**src/rtl/ps2_pkg.sv**
```systemverilog
// Shared PS/2 definitions: receiver FSM encoding, frame geometry and default
// parameters used by both directions of the PS/2 link.
package ps2_pkg;

    typedef enum logic [1:0] {
        StIdle,
        StData,
        StCheck
    } ps2_state_e;

    localparam int unsigned PS2_FRAME_BITS = 11;
    localparam int unsigned PS2_DATA_BITS  = 8;

    localparam int unsigned PS2_FILTER_LEN  = 8;
    localparam int unsigned PS2_FIFO_DEPTH  = 4;
    localparam int unsigned PS2_TIMEOUT_CYC = 20000;

endpackage

```
**src/rtl/ps2_byte_fifo.sv**
```systemverilog
// Synchronous show-ahead byte FIFO; head is on dout whenever not empty, 0 otherwise.
// A push while full succeeds only if a pop happens in the same cycle.
module ps2_byte_fifo #(
    parameter int unsigned DEPTH = 4
) (
    input  logic       clk,
    input  logic       reset,
    input  logic       push,
    input  logic       pop,
    input  logic [7:0] din,
    output logic [7:0] dout,
    output logic       empty,
    output logic       full
);
    localparam int unsigned AW = $clog2(DEPTH);

    logic [AW-1:0] wr_ptr_q, rd_ptr_q;
    logic [AW:0]   count_q;
    logic [7:0]    mem_q [DEPTH];
    logic          do_push, do_pop;

    assign empty   = (count_q == '0);
    assign full    = (count_q == (AW+1)'(DEPTH));
    assign do_pop  = pop & ~empty;
    assign do_push = push & (~full | do_pop);
    assign dout    = empty ? 8'h00 : mem_q[rd_ptr_q];

    always_ff @(posedge clk) begin
        if (reset) begin
            wr_ptr_q <= '0;
            rd_ptr_q <= '0;
            count_q  <= '0;
        end else begin
            if (do_push) wr_ptr_q <= wr_ptr_q + 1'b1;
            if (do_pop)  rd_ptr_q <= rd_ptr_q + 1'b1;
            count_q <= count_q + (AW+1)'(do_push) - (AW+1)'(do_pop);
        end
    end

    always_ff @(posedge clk) begin
        if (do_push) mem_q[wr_ptr_q] <= din;
    end

endmodule

```
**src/rtl/ps2_rx_framed.sv**
```systemverilog
// PS/2 device-to-host receiver: clock deglitch, data sync, 11-bit frame check,
// watchdog abort and a byte queue for downstream decoders.
module ps2_rx_framed
    import ps2_pkg::*;
#(
    parameter int unsigned FILTER_LEN  = PS2_FILTER_LEN,
    parameter int unsigned FIFO_DEPTH  = PS2_FIFO_DEPTH,
    parameter int unsigned TIMEOUT_CYC = PS2_TIMEOUT_CYC
) (
    input  logic       clk,
    input  logic       reset,
    input  logic       ps2d,
    input  logic       ps2c,
    input  logic       rx_en,
    input  logic       rd_en,
    output logic [7:0] dout,
    output logic       empty,
    output logic       full,
    output logic       busy,
    output logic       rx_done_tick,
    output logic       parity_err,
    output logic       frame_err,
    output logic       overflow,
    output logic       timeout_err
);
    localparam int unsigned WdW = $clog2(TIMEOUT_CYC);
    localparam logic [WdW-1:0] WdLast = WdW'(TIMEOUT_CYC - 1);

    logic [FILTER_LEN-1:0]       filt_sr_q;
    logic                        filt_q;
    logic                        fall;
    logic                        d_meta_q, d_sync_q;
    ps2_state_e                  state_q;
    logic [PS2_FRAME_BITS-2:0]   frame_q;
    logic [3:0]                  bit_cnt_q;
    logic [WdW-1:0]              wd_q;
    logic                        in_check, stop_ok, par_ok, push;

    // fall fires in the same cycle the filtered clock drops
    assign fall = filt_q & ~|filt_sr_q;

    always_ff @(posedge clk) begin
        if (reset) begin
            filt_sr_q <= '1;
            filt_q    <= 1'b1;
            d_meta_q  <= 1'b1;
            d_sync_q  <= 1'b1;
        end else begin
            filt_sr_q <= {filt_sr_q[FILTER_LEN-2:0], ps2c};
            if (&filt_sr_q)       filt_q <= 1'b1;
            else if (~|filt_sr_q) filt_q <= 1'b0;
            d_meta_q <= ps2d;
            d_sync_q <= d_meta_q;
        end
    end

    always_ff @(posedge clk) begin
        if (reset) begin
            state_q     <= StIdle;
            frame_q     <= '0;
            bit_cnt_q   <= '0;
            wd_q        <= '0;
            busy        <= 1'b0;
            timeout_err <= 1'b0;
        end else begin
            timeout_err <= 1'b0;
            unique case (state_q)
                StIdle: begin
                    wd_q <= '0;
                    if (fall && rx_en && !d_sync_q) begin
                        state_q   <= StData;
                        bit_cnt_q <= 4'(PS2_FRAME_BITS - 2);
                        busy      <= 1'b1;
                    end
                end
                StData: begin
                    if (fall) begin
                        frame_q <= {d_sync_q, frame_q[PS2_FRAME_BITS-2:1]};
                        wd_q    <= '0;
                        if (bit_cnt_q == 4'd0) state_q <= StCheck;
                        else bit_cnt_q <= bit_cnt_q - 4'd1;
                    end else if (wd_q == WdLast) begin
                        timeout_err <= 1'b1;
                        state_q     <= StIdle;
                        busy        <= 1'b0;
                    end else begin
                        wd_q <= wd_q + 1'b1;
                    end
                end
                StCheck: begin
                    state_q <= StIdle;
                    busy    <= 1'b0;
                end
                default: state_q <= StIdle;
            endcase
        end
    end

    // frame_q = {stop, parity, d7..d0}; outcome is decided in the CHECK cycle so a
    // same-cycle pop can make room for the byte
    assign in_check     = (state_q == StCheck);
    assign stop_ok      = frame_q[PS2_FRAME_BITS-2];
    assign par_ok       = ^frame_q[PS2_DATA_BITS:0];
    assign frame_err    = in_check & ~stop_ok;
    assign parity_err   = in_check & stop_ok & ~par_ok;
    assign overflow     = in_check & stop_ok & par_ok & full & ~rd_en;
    assign push         = in_check & stop_ok & par_ok & (~full | rd_en);
    assign rx_done_tick = push;

    ps2_byte_fifo #(
        .DEPTH(FIFO_DEPTH)
    ) u_fifo (
        .clk  (clk),
        .reset(reset),
        .push (push),
        .pop  (rd_en),
        .din  (frame_q[PS2_DATA_BITS-1:0]),
        .dout (dout),
        .empty(empty),
        .full (full)
    );

endmodule

```
**config.mk**
```make
export PLATFORM = sky130hd
export DESIGN_NAME = ps2_rx_framed
export DESIGN_NICKNAME = d
export VERILOG_FILES = /design/src/rtl/ps2_pkg.sv /design/src/rtl/ps2_byte_fifo.sv /design/src/rtl/ps2_rx_framed.sv
export SDC_FILE = /design/constraint.sdc
export NUM_CORES = 1
export LEC_CHECK = 0
export ABC_AREA = 0
export BUFFER_PORTS_ARGS = -buffer_cell sky130_fd_sc_hd__buf_2
export CORE_MARGIN = 2
export CORE_UTILIZATION = 25
export CTS_CLUSTER_DIAMETER = 80
export CTS_CLUSTER_SIZE = 14
export DETAILED_ROUTE_END_ITERATION = 8
export PLACE_DENSITY = 0.43
export SLEW_MARGIN = 20
export SYNTH_ARGS = -nofsm -noshare
export SYNTH_HDL_FRONTEND = slang
export SYNTH_SLANG_ARGS = --single-unit
```
**constraint.sdc**
```tcl
create_clock -name clk -period 3.55 [get_ports clk]
set_input_delay 0.71 -clock clk [delete_from_list [all_inputs] [get_ports clk]]
set_output_delay 0.71 -clock clk [all_outputs]
set_load 0.1 [all_outputs]
```
==> metrics.txt, run 1 <==
status complete, no violations; post-synthesis cell count 332; largest net degree at the start of global routing 39; P per Cell Area 648 mW/mm²; crit end category output pin; root buffer cell clkbuf_16; gr busiest metal met2; vias in the first global route 2,480; YS warnings 0; H-Tree Depth 3; number of gates resized after cts 0; CTS Buf Count 9; most instantiated cells after synthesis dfxtp_1 (53), nand2_1 (33), edfxtp_1 (32), a21oi_1 (23), nor2_1 (18); Site Rows between 40 and 50; Max Transition Viols Final 0; reg2reg start frame_q[1]$_SDFFE_PP0P_; dpl hpwl 4.80 mm; clock slew at reported path FFs roughly 0.060 ns; Placer Congestion about 0.71; total gr overflow 0; IO Count 22; # hold bufs at CTS 0; core area approximately 0.015 mm²; synth top area cells dfxtp_1 (28%), edfxtp_1 (26%), mux4_2 (4.8%); Port Buf Inserts 21; Sw Pwr about 1.1 mW; clock sinks between 80 and 90; Final nets 375; CP Max Fanout 7; grt met2 use 15.9%; Die Area 0.0159 mm²; P_int 1.72 mW; worst-margin pin slew 0.905 ns; WP data required 2.84 ns; Ant. Diodes 0; post-CTS setup buffer count 0; CTS tree done; met1 Usage GRT 12.0%; Die X 126 µm; first-pass GRT wire length around 12 mm; Hold WC Path Type flip-flop to flip-flop; Mapped Area 0.00373 mm²; layout cell share with drive strength beyond 1 20.5%; Setup Skew 0.00537 ns; max_cap viols 0; Iter 0 DRT Violations 132; Core Util, Final 29.8%; first-pass iteration count of the detailed router 4; initial antenna violation count 0; Worst Setup Start Kind flip-flop; worst vdd ir 445 µV; Placed Cells 529; top-count cell post-synth dfxtp_1; slew margin rel. between 30% and 40%; Hold Worst Slack 0.410 ns; Pleak around 1.5 nW; hold_sp d_meta_q$_SDFF_PP1_; met3 Track Usage GR around 3.4%; top-area cell type share of the netlist area between 20% and 30%; pre-CTS setup slack 0.625 ns; Post-Route WL 7.20 mm; WS Path Type flip-flop to output pin; FFs w/ async S/R, synth 0%; Routed Antenna Nets 0; gr usage total around 9.7%; Die Span Y 126 µm; part of the power in combinational logic between 20% and 30%; crit path launch frame_q[1]$_SDFFE_PP0P_; DRC 0; post-DR vias/cell 4.51; Net Sw Frac 38.6%; final period utilization 87.4%; Tmin final 3.10 ns; Starting Density 25.7%; Fmax between 0.3 and 0.4 GHz; CP arrival between 2 and 2.5 ns; post-route insts no fill 545; wire per inst 13.2 µm; Synthesized Nets 351; Post-synth EDFFs 32; setup violators final 0; Yosys cell types 50; register area share after synthesis 54.2%; Clk pwr share 31.0%; worst-skew pair later-pin latency about 0.34 ns; flops & latches, synth 85; unrepaired setup endpoints after global routing false; Max Root-Sink Buffers 2; cell taking the most area after synthesis dfxtp_1; post-route worst setup slack 0.449 ns; Layout area overhead 16.0%; Top FF cell, synth dfxtp_1; r2r setup slk 0.65 ns; Syn Area/Cell 11.2 µm²; sequential fraction of design power 39.1%; routed vias 2,456; Final Hold Viols 0; setup_tns 0 ns
==> power groups by stage <==
stage	Clock [mW]	Sequential, mW	Combinational, mW
after floorplan	0	1.09	0.740
after global placement	0	1.12	0.840
after detailed placement	0	1.12	0.848
after CTS	0.899	1.10	0.848
after global routing	0.939	1.11	0.888
final	0.870	1.10	0.837
==> cell usage in the layout (no fill, tap or decap), drive strengths merged, types with 5 or more instances in the layout <==
cell type  Yosys  layout
buf            3      24
edfxtp        32      32
a21oi         23      23
nand4          8       8
inv           14      17
nor2          18      18
dfxtp         53      53
mux4           8       8
ha            12      12
o31ai          5       5
o21ai          9       9
nand2         33      33
clkbuf         8      10
nand3          9       9
and4           6       6
xnor2          8       8
and2           8       8
nor2b         13      13
or3            8       8
or2           11      11
==> path summary, 6_finish.rpt <==
check | to | cells past startpoint
max | overflow | 5
min | d_sync_q$_SDFF_PP1_ | 1
max reg2reg | u_fifo.count_q[2]$_SDFF_PP0_ | 10
min reg2reg | d_sync_q$_SDFF_PP1_ | 1
==> state kept, by name, summed over array words and instances (netlist names), named ones only <==
name and count:
wd_q 15, u_fifo.wr_ptr_q 2, bit_cnt_q 4, busy 1
filt_q 1, frame_q 10, u_fifo.count_q 3, u_fifo.mem_q 32
d_sync_q 1, state_q 2, u_fifo.rd_ptr_q 2, d_meta_q 1
timeout_err 1, filt_sr_q 8
==> through the flow <==
stage               power (mW)  instance area [µm²]
global route              2.94                 4330
global placement          1.96                 4050
finish                    2.80                 4330
detailed placement        1.97                 4050
floorplan                 1.83                 3740
CTS                       2.85                 4330
==> critical path, cell delays in order (launching register included) <==
cell,delay (ns)
dfxtp_1,0.46
xor2_1,0.17
xnor3_1,0.42
xnor2_1,0.32
and4_2,0.26
buf_2,0.42
==> cell type report <==
cell class	count	area, µm²
multi-input combinational	222	1620
fill	1536	10200
inverter	14	52.6
tap	184	230
clock inverter	6	45.0
clock buffer	10	229
sequential	85	2020
timing repair buffer	24	128
==> routing by layer <==
metal	wire (µm)	share of wire (%)
met5	0	0
met4	103	1.4
met3	277	3.8
met2	3470	48
met1	3350	47
==> logic make-up after synthesis <==
kind of cell             synth area share [%]
AO/OA/AOI/OAI                            8.35
XOR/XNOR                                 3.42
adder cells (fa/ha/maj)                  4.56
buffers and inverters                    2.72
flip-flops                               54.2
multiplexers                             6.04
AND/OR/NAND/NOR                          20.7
Note: power is estimated with default switching activity, not from simulation.
==> run 2, diff against run 1 <==
--- a/config.mk
+++ b/config.mk
@@ -5,14 +5,14 @@
 export SDC_FILE = /design/constraint.sdc
 export NUM_CORES = 1
 export LEC_CHECK = 0
-export ABC_AREA = 0
+export ABC_AREA = 1
 export BUFFER_PORTS_ARGS = -buffer_cell sky130_fd_sc_hd__buf_2
 export CORE_MARGIN = 2
 export CORE_UTILIZATION = 25
 export CTS_CLUSTER_DIAMETER = 80
 export CTS_CLUSTER_SIZE = 14
 export DETAILED_ROUTE_END_ITERATION = 8
-export PLACE_DENSITY = 0.43
+export PLACE_DENSITY = 0.42
 export SLEW_MARGIN = 20
 export SYNTH_ARGS = -nofsm -noshare
 export SYNTH_HDL_FRONTEND = slang
==> run 2 against run 1 <==
- die area grew 6.7%
- routed wire length up 27%
- worst hold slack improved by 0.018 ns
- utilization decreased by 0.17 points
- combinational power up 49%
- clock power rose by 9.0%
- maximum frequency grew 2.0%
- synthesized area is 6.9% higher
- first-iteration DRC count shrank 11%
- via count grew 28%
- non-clock buffer count increased by 2
==> metrics.txt, run 2 <==
dpl hpwl 6.42 mm (+34%); Syn Area/Cell 8.26 µm² (-27%); layout cell share with drive strength beyond 1 12.7% (-7.8 points); crit end category output pin; Total Power 3.30 mW (+18%); WS Path Type flip-flop to output pin; P per Cell Area 709 mW/mm² (+9.4%); Site Rows 46 (+4.5%); routed vias 3,149 (+28%); first-pass iteration count of the detailed router 4 (unchanged); slew margin rel. 43.4% (+3.8 points); top-count cell post-synth nor2_1; Layout area overhead 16.7%; Post-Route WL 9.12 mm (+27%); met3 Track Usage GR 3.08% (-0.32 points); Top FF cell, synth dfxtp_1; initial antenna violation count 0 (unchanged); post-route worst setup slack 0.510 ns (+0.0609 ns); Max Root-Sink Buffers 2 (unchanged); unrepaired setup endpoints after global routing false; Placer Congestion 0.832 (+18%); crit path cell chain inv_1 -> nand2_1 -> nand3_1 -> nand2_1 -> nand2_1 -> nand3_1 -> nand4_1 -> inv_1 -> buf_2; worst vdd ir 633 µV (+42%); Synthesized Nets 502 (+43%); Placed Cells 713 (+35%); Port Buf Inserts 21 (unchanged); Fmax 0.329 GHz (+2.0%); root buffer cell clkbuf_16; Die X 130 µm (+3.3%); Die Area 0.0170 mm² (+6.7%); final period utilization 85.6% (-1.7 points); flops & latches, synth 85 (unchanged); H-Tree Depth 3 (unchanged); total gr overflow 0 (unchanged); post-synthesis cell count 483 (+45%); # hold bufs at CTS 0 (unchanged); critical path's largest stage delay 0.45 ns (about the same); vias in the first global route 3,040 (+23%); setup_tns 0 ns (unchanged); WP data required 2.84 ns (about the same); first-pass GRT wire length 15.2 mm (+23%); core area 0.0157 mm² (+8.1%); clock sinks 85 (unchanged); Final nets 527 (+41%); CP arrival 2.33 ns (-0.06 ns); gr usage total 11.7% (+2.0 points); top flop regs u_fifo.mem_q x32, wd_q x15, frame_q x10; Slowest-stage cell, CP dfxtp_1; YS warnings 0 (unchanged); status complete, no violations; CP Max Fanout 10 (+3); largest net degree at the start of global routing 29 (-26%); DRC 0 (unchanged); CP most frequent cell nand2_1; max reg flops 32 (unchanged); IO Count 22 (unchanged); # fillers 1,685 (+9.7%); worst-skew pair later-pin latency 0.34 ns (about the same); most instantiated cells after synthesis nor2_1 (79), nand2_1 (69), inv_1 (58), dfxtp_1 (53), a21oi_1 (37); Final Hold Viols 0 (unchanged); top-area cell type share of the netlist area 26.6% (-1.8 points); Die Span Y 130 µm (+3.3%); setup violators final 0 (unchanged); synth top area cells dfxtp_1 (27%), edfxtp_1 (24%), nor2_1 (7.4%); Setup Skew 0.00907 ns (+0.00370 ns); CTS Buf Count 9 (unchanged); pre-CTS setup slack 0.826 ns (+0.201 ns); Post-synth EDFFs 32 (unchanged); Pleak 1.77 nW (+20%); Worst Setup Start Kind flip-flop; met1 Usage GRT 13.4% (+1.4 points); Hold WC Path Type flip-flop to flip-flop; crit path buf inv count 3 (+2); Iter 0 DRT Violations 117 (-11%); cell taking the most area after synthesis dfxtp_1; Reg with most FFs u_fifo.mem_q; grt met2 use 21.3% (+5.4 points); post-DR vias/cell 4.32 (-4.1%); wire per inst 12.5 µm (-5.3%); register area share after synthesis 50.7% (-3.5 points); Max Transition Viols Final 0 (unchanged); crit path launch frame_q[3]$_SDFFE_PP0P_; number of gates resized after cts 0 (unchanged); most frequent cells in the layout nor2_1 (78), nand2_1 (69), inv_1 (58); CTS tree done; Hold Worst Slack 0.428 ns (+0.0177 ns); hold_sp d_meta_q$_SDFF_PP1_; max_cap viols 0 (unchanged); clock slew at reported path FFs 0.06 ns (about the same); Ant. Diodes 0 (unchanged); FFs w/ async S/R, synth 0% (unchanged); register area 0.00202 mm² (unchanged); reg2reg start frame_q[3]$_SDFFE_PP0P_; most common cell after layout, fill and taps aside nor2_1; Starting Density 25.4% (-0.28 points); post-CTS setup buffer count 0 (unchanged); worst-margin pin slew 0.845 ns (-0.0594 ns); gr busiest metal met2; Routed Antenna Nets 0 (unchanged); Mapped Area 0.00399 mm² (+6.9%); Yosys cell types 37 (-26%); Tmin final 3.04 ns (-0.0609 ns); delay-heaviest family, CP simple AND/OR/NAND/NOR gates; footprint of the multi-input gates 0.00169 mm² (+4.0%); post-route insts no fill 729 (+34%)
-- run 2: cell type report --
class                           instances  share of cell area, %
Tap cell                              216                   5.81
Sequential cell                        85                   43.5
Multi-Input combinational cell        325                   36.3
Clock buffer                           11                   5.22
Clock inverter                          5                   1.26
Inverter                               61                   4.92
Timing Repair Buffer                   26                   3.07
-- run 2: metrics by stage --
step / area (µm²) / util, %
finish: 4650 / 29.6
global route: 4650 / 29.6
CTS: 4650 / 29.6
detailed placement: 4350 / 27.7
global placement: 4350 / 27.7
floorplan: 4000 / -
-- run 2: metal layers --
layer  vias up  wire [µm]  part of all wire, %
met5         -          0                    0
met4         0         70                 0.77
met3         7        271                  3.0
met2        38       4620                   51
met1      1465       4160                   46
li1       1639          -                    -
-- run 2: report_power, final --
part | leakage (nW) | switching, mW | internal, mW
Combinational | 0.978 | 1.06 | 0.195
Sequential | 0.650 | 0.0535 | 1.04
Clock | 0.142 | 0.383 | 0.565
Total | 1.77 | 1.49 | 1.80
-- run 2: final timing paths --
path | cells after the start | endpoint | slack [ns]
worst min register to register | 1 | d_sync_q$_SDFF_PP1_ | 0.43
worst min-delay path | 1 | d_sync_q$_SDFF_PP1_ | 0.43
worst max-delay path | 9 | rx_done_tick | 0.51
worst max register to register | 8 | u_fifo.mem_q[1][7]$_DFFE_PP_ | 0.97
-- run 2: kinds of logic (layout without fill, tap and decap cells) --
group / Yosys count / in the layout / synth area share [%]
xor gates and xnor gates: 6 / 6 / 1.32
adders and majority gates: 13 / 13 / 4.27
AOI/OAI and AO/OA: 80 / 80 / 10.8
buffers and inverters: 73 / 103 / 7.19
DFF: 85 / 85 / 50.7
and+or+nand+nor: 226 / 226 / 25.7
-- run 2: worst reg2reg max path, stage by stage, from the launching register on --
cell and delay, ns:
dfxtp_1 0.45, inv_1 0.12, nand2_1 0.08, nand3_1 0.08, nand2_1 0.08, nand2_1 0.06, nand3_1 0.12, nand4_1 0.41
nor2_1 0.81
==> run 3, diff against run 2 <==
--- a/config.mk
+++ b/config.mk
@@ -7,6 +7,7 @@
 export LEC_CHECK = 0
 export ABC_AREA = 1
 export BUFFER_PORTS_ARGS = -buffer_cell sky130_fd_sc_hd__buf_2
+export CORE_ASPECT_RATIO = 0.7
 export CORE_MARGIN = 2
 export CORE_UTILIZATION = 25
 export CTS_CLUSTER_DIAMETER = 80
@@ -17,3 +18,4 @@
 export SYNTH_ARGS = -nofsm -noshare
 export SYNTH_HDL_FRONTEND = slang
 export SYNTH_SLANG_ARGS = --single-unit
+export TNS_END_PERCENT = 100
==> run 3 against run 2 <==
- setup slack improved by 0.071 ns
- power up 0.30%
- sequential share of layout area grew 0.13 points
- worst hold slack got worse by 0.019 ns
- first-iteration DRC count is 36% higher
- count of clock-buffer cells in the layout decreased by 2
- utilization is 0.23 points higher
- final cell count fell by 2.2%
- clock power increased by 1%
- maximum frequency increased by 2.4%
- register-to-register slack gained 0.08 ns
- largest cell class unchanged
==> metrics.txt, run 3 (synthesis results as in run 2) <==
worst reg2reg path depth 8 (unchanged); Max Transition Viols Final 0 (unchanged); top flop regs u_fifo.mem_q x32, wd_q x15, frame_q x10; Iter 0 DRT Violations 159 (+36%); max reg flops 32 (unchanged); Setup crit end rx_done_tick; Starting Density 25.6% (+0.27 points); Ant. Diodes 0 (unchanged); P per Cell Area 713 mW/mm² (+0.59%); clock slew at reported path FFs 0.07 ns (about the same); most frequent cells in the layout nor2_1 (78), nand2_1 (69), inv_1 (58); Hold WC Path Type flip-flop to flip-flop; gr usage total 11.4% (-0.27 points); core area 0.0155 mm² (-1.1%); wire per inst 12.3 µm (-1.3%); max_cap viols 0 (unchanged); number of gates resized after cts 0 (unchanged); post-DR vias/cell 4.36 (+1.0%); CP Max Fanout 10 (unchanged); H-Tree Depth 3 (unchanged); Tmin final 2.97 ns (-0.0714 ns); Port Buf Inserts 21 (unchanged); CP arrival 2.26 ns (-0.07 ns); Hold Worst Slack 0.408 ns (-0.0194 ns); register area 0.00202 mm² (unchanged); Site Rows 38 (-17%); unrepaired setup endpoints after global routing false; # hold bufs at CTS 0 (unchanged); Fmax 0.337 GHz (+2.4%); DRC 0 (unchanged); Layout area overhead 16.3%; final period utilization 83.6% (-2.0 points); r2r setup slk 1.05 ns (+0.08 ns); largest net degree at the start of global routing 24 (-17%); most common cell after layout, fill and taps aside nor2_1; crit end category output pin; slew margin rel. 45.3% (+1.9 points); Final nets 527 (unchanged); Worst Setup Start Kind flip-flop; Die X 155 µm (+19%); Die Span Y 110 µm (-16%); Placer Congestion 0.788 (-5.3%); worst vdd ir 508 µV (-20%); CTS tree done; crit path launch frame_q[2]$_SDFFE_PP0P_; root buffer cell clkbuf_16; setup_tns 0 ns (unchanged); Total Power 3.31 mW (+0.30%); Setup Skew 0.00970 ns (+0.000632 ns); WP data required 2.84 ns (about the same); reg2reg start frame_q[2]$_SDFFE_PP0P_; worst-skew pair later-pin latency 0.33 ns (about the same); post-CTS setup buffer count 0 (unchanged); CTS Buf Count 9 (unchanged); clock sinks 85 (unchanged); first-pass GRT wire length 15.1 mm (-0.36%); routed vias 3,111 (-1.2%); Final Hold Viols 0 (unchanged); worst r2r dst u_fifo.mem_q[1][6]$_DFFE_PP_; status complete, no violations; Max Root-Sink Buffers 2 (unchanged); # fillers 1,648 (-2.2%); WS Path Type flip-flop to output pin; Post-Route WL 8.80 mm (-3.5%); dpl hpwl 6.26 mm (-2.5%); Pleak 1.78 nW (+0.44%); Reg with most FFs u_fifo.mem_q; footprint of the multi-input gates 0.00169 mm² (unchanged); worst-margin pin slew 0.817 ns (-0.0279 ns); setup violators final 0 (unchanged); Routed Antenna Nets 0 (unchanged); first-pass iteration count of the detailed router 4 (unchanged); Die Area 0.0170 mm² (about the same); vias in the first global route 2,979 (-2.0%); IO Count 22 (unchanged); initial antenna violation count 0 (unchanged); layout cell share with drive strength beyond 1 12.9% (+0.19 points); total gr overflow 0 (unchanged)
-- run 3: changes by cell type in the layout (fill, tap and decap cells not counted), sizes merged --
cell / previous run / this run
clkinv: 2 / 3
inv: 61 / 63
clkbuf: 11 / 9
clkinvlp: 2 / 1
-- run 3: per-layer routing --
layer  wire, µm  vias up  GRT usage (%)
li1           -     1649              -
met5          0        -              0
met3        262        2           3.07
met4         42        0           2.98
met2       3800       47           17.6
met1       4700     1413           15.9
-- run 3: layout make-up --
| class | instances | area share, % |
|---|---|---|
| clock inverters | 7 | 1.78 |
| inverters | 61 | 4.94 |
| multi-input cells | 325 | 36.4 |
| repair buffers | 26 | 3.08 |
| well taps | 200 | 5.40 |
| clock buffers | 9 | 4.86 |
| flip-flops and latches | 85 | 43.6 |
-- run 3: power by group --
group	total [mW]	switching [mW]	internal [mW]
sequential	1.10	0.0531	1.04
combinational	1.25	1.05	0.196
clock	0.962	0.404	0.557
total	3.31	1.51	1.80
-- run 3: worst min-delay path by stage --
stage                              startpoint                   to  slack [ns]  cells past startpoint
after floorplan           d_meta_q$_SDFF_PP1_  d_sync_q$_SDFF_PP1_        0.39                      1
after global placement    d_meta_q$_SDFF_PP1_  d_sync_q$_SDFF_PP1_        0.39                      1
after detailed placement  d_meta_q$_SDFF_PP1_  d_sync_q$_SDFF_PP1_        0.39                      1
after CTS                 d_meta_q$_SDFF_PP1_  d_sync_q$_SDFF_PP1_        0.41                      1
after global routing      d_meta_q$_SDFF_PP1_  d_sync_q$_SDFF_PP1_        0.44                      1
final                     d_meta_q$_SDFF_PP1_  d_sync_q$_SDFF_PP1_        0.41                      1
-- run 3: worst max-delay path, cell delays in order (launching register included) --
cell and delay [ns]:
dfxtp_1 0.47, inv_1 0.11, nand2_1 0.08, nand3_1 0.08, nand2_1 0.08, nand2_1 0.06, nand3_1 0.12, nand4_1 0.36
inv_1 0.13, buf_2 0.43
-- run 3: through the flow --
stage	worst slack, ns	area (µm²)	cells	utilization (%)
final	0.581	4640	713	29.8
after global routing	0.322	4640	713	29.8
after CTS	0.530	4640	713	29.8
after detailed placement	0.912	4330	697	27.9
after global placement	0.923	4330	697	27.9
after floorplan	0.0252	4000	483	-
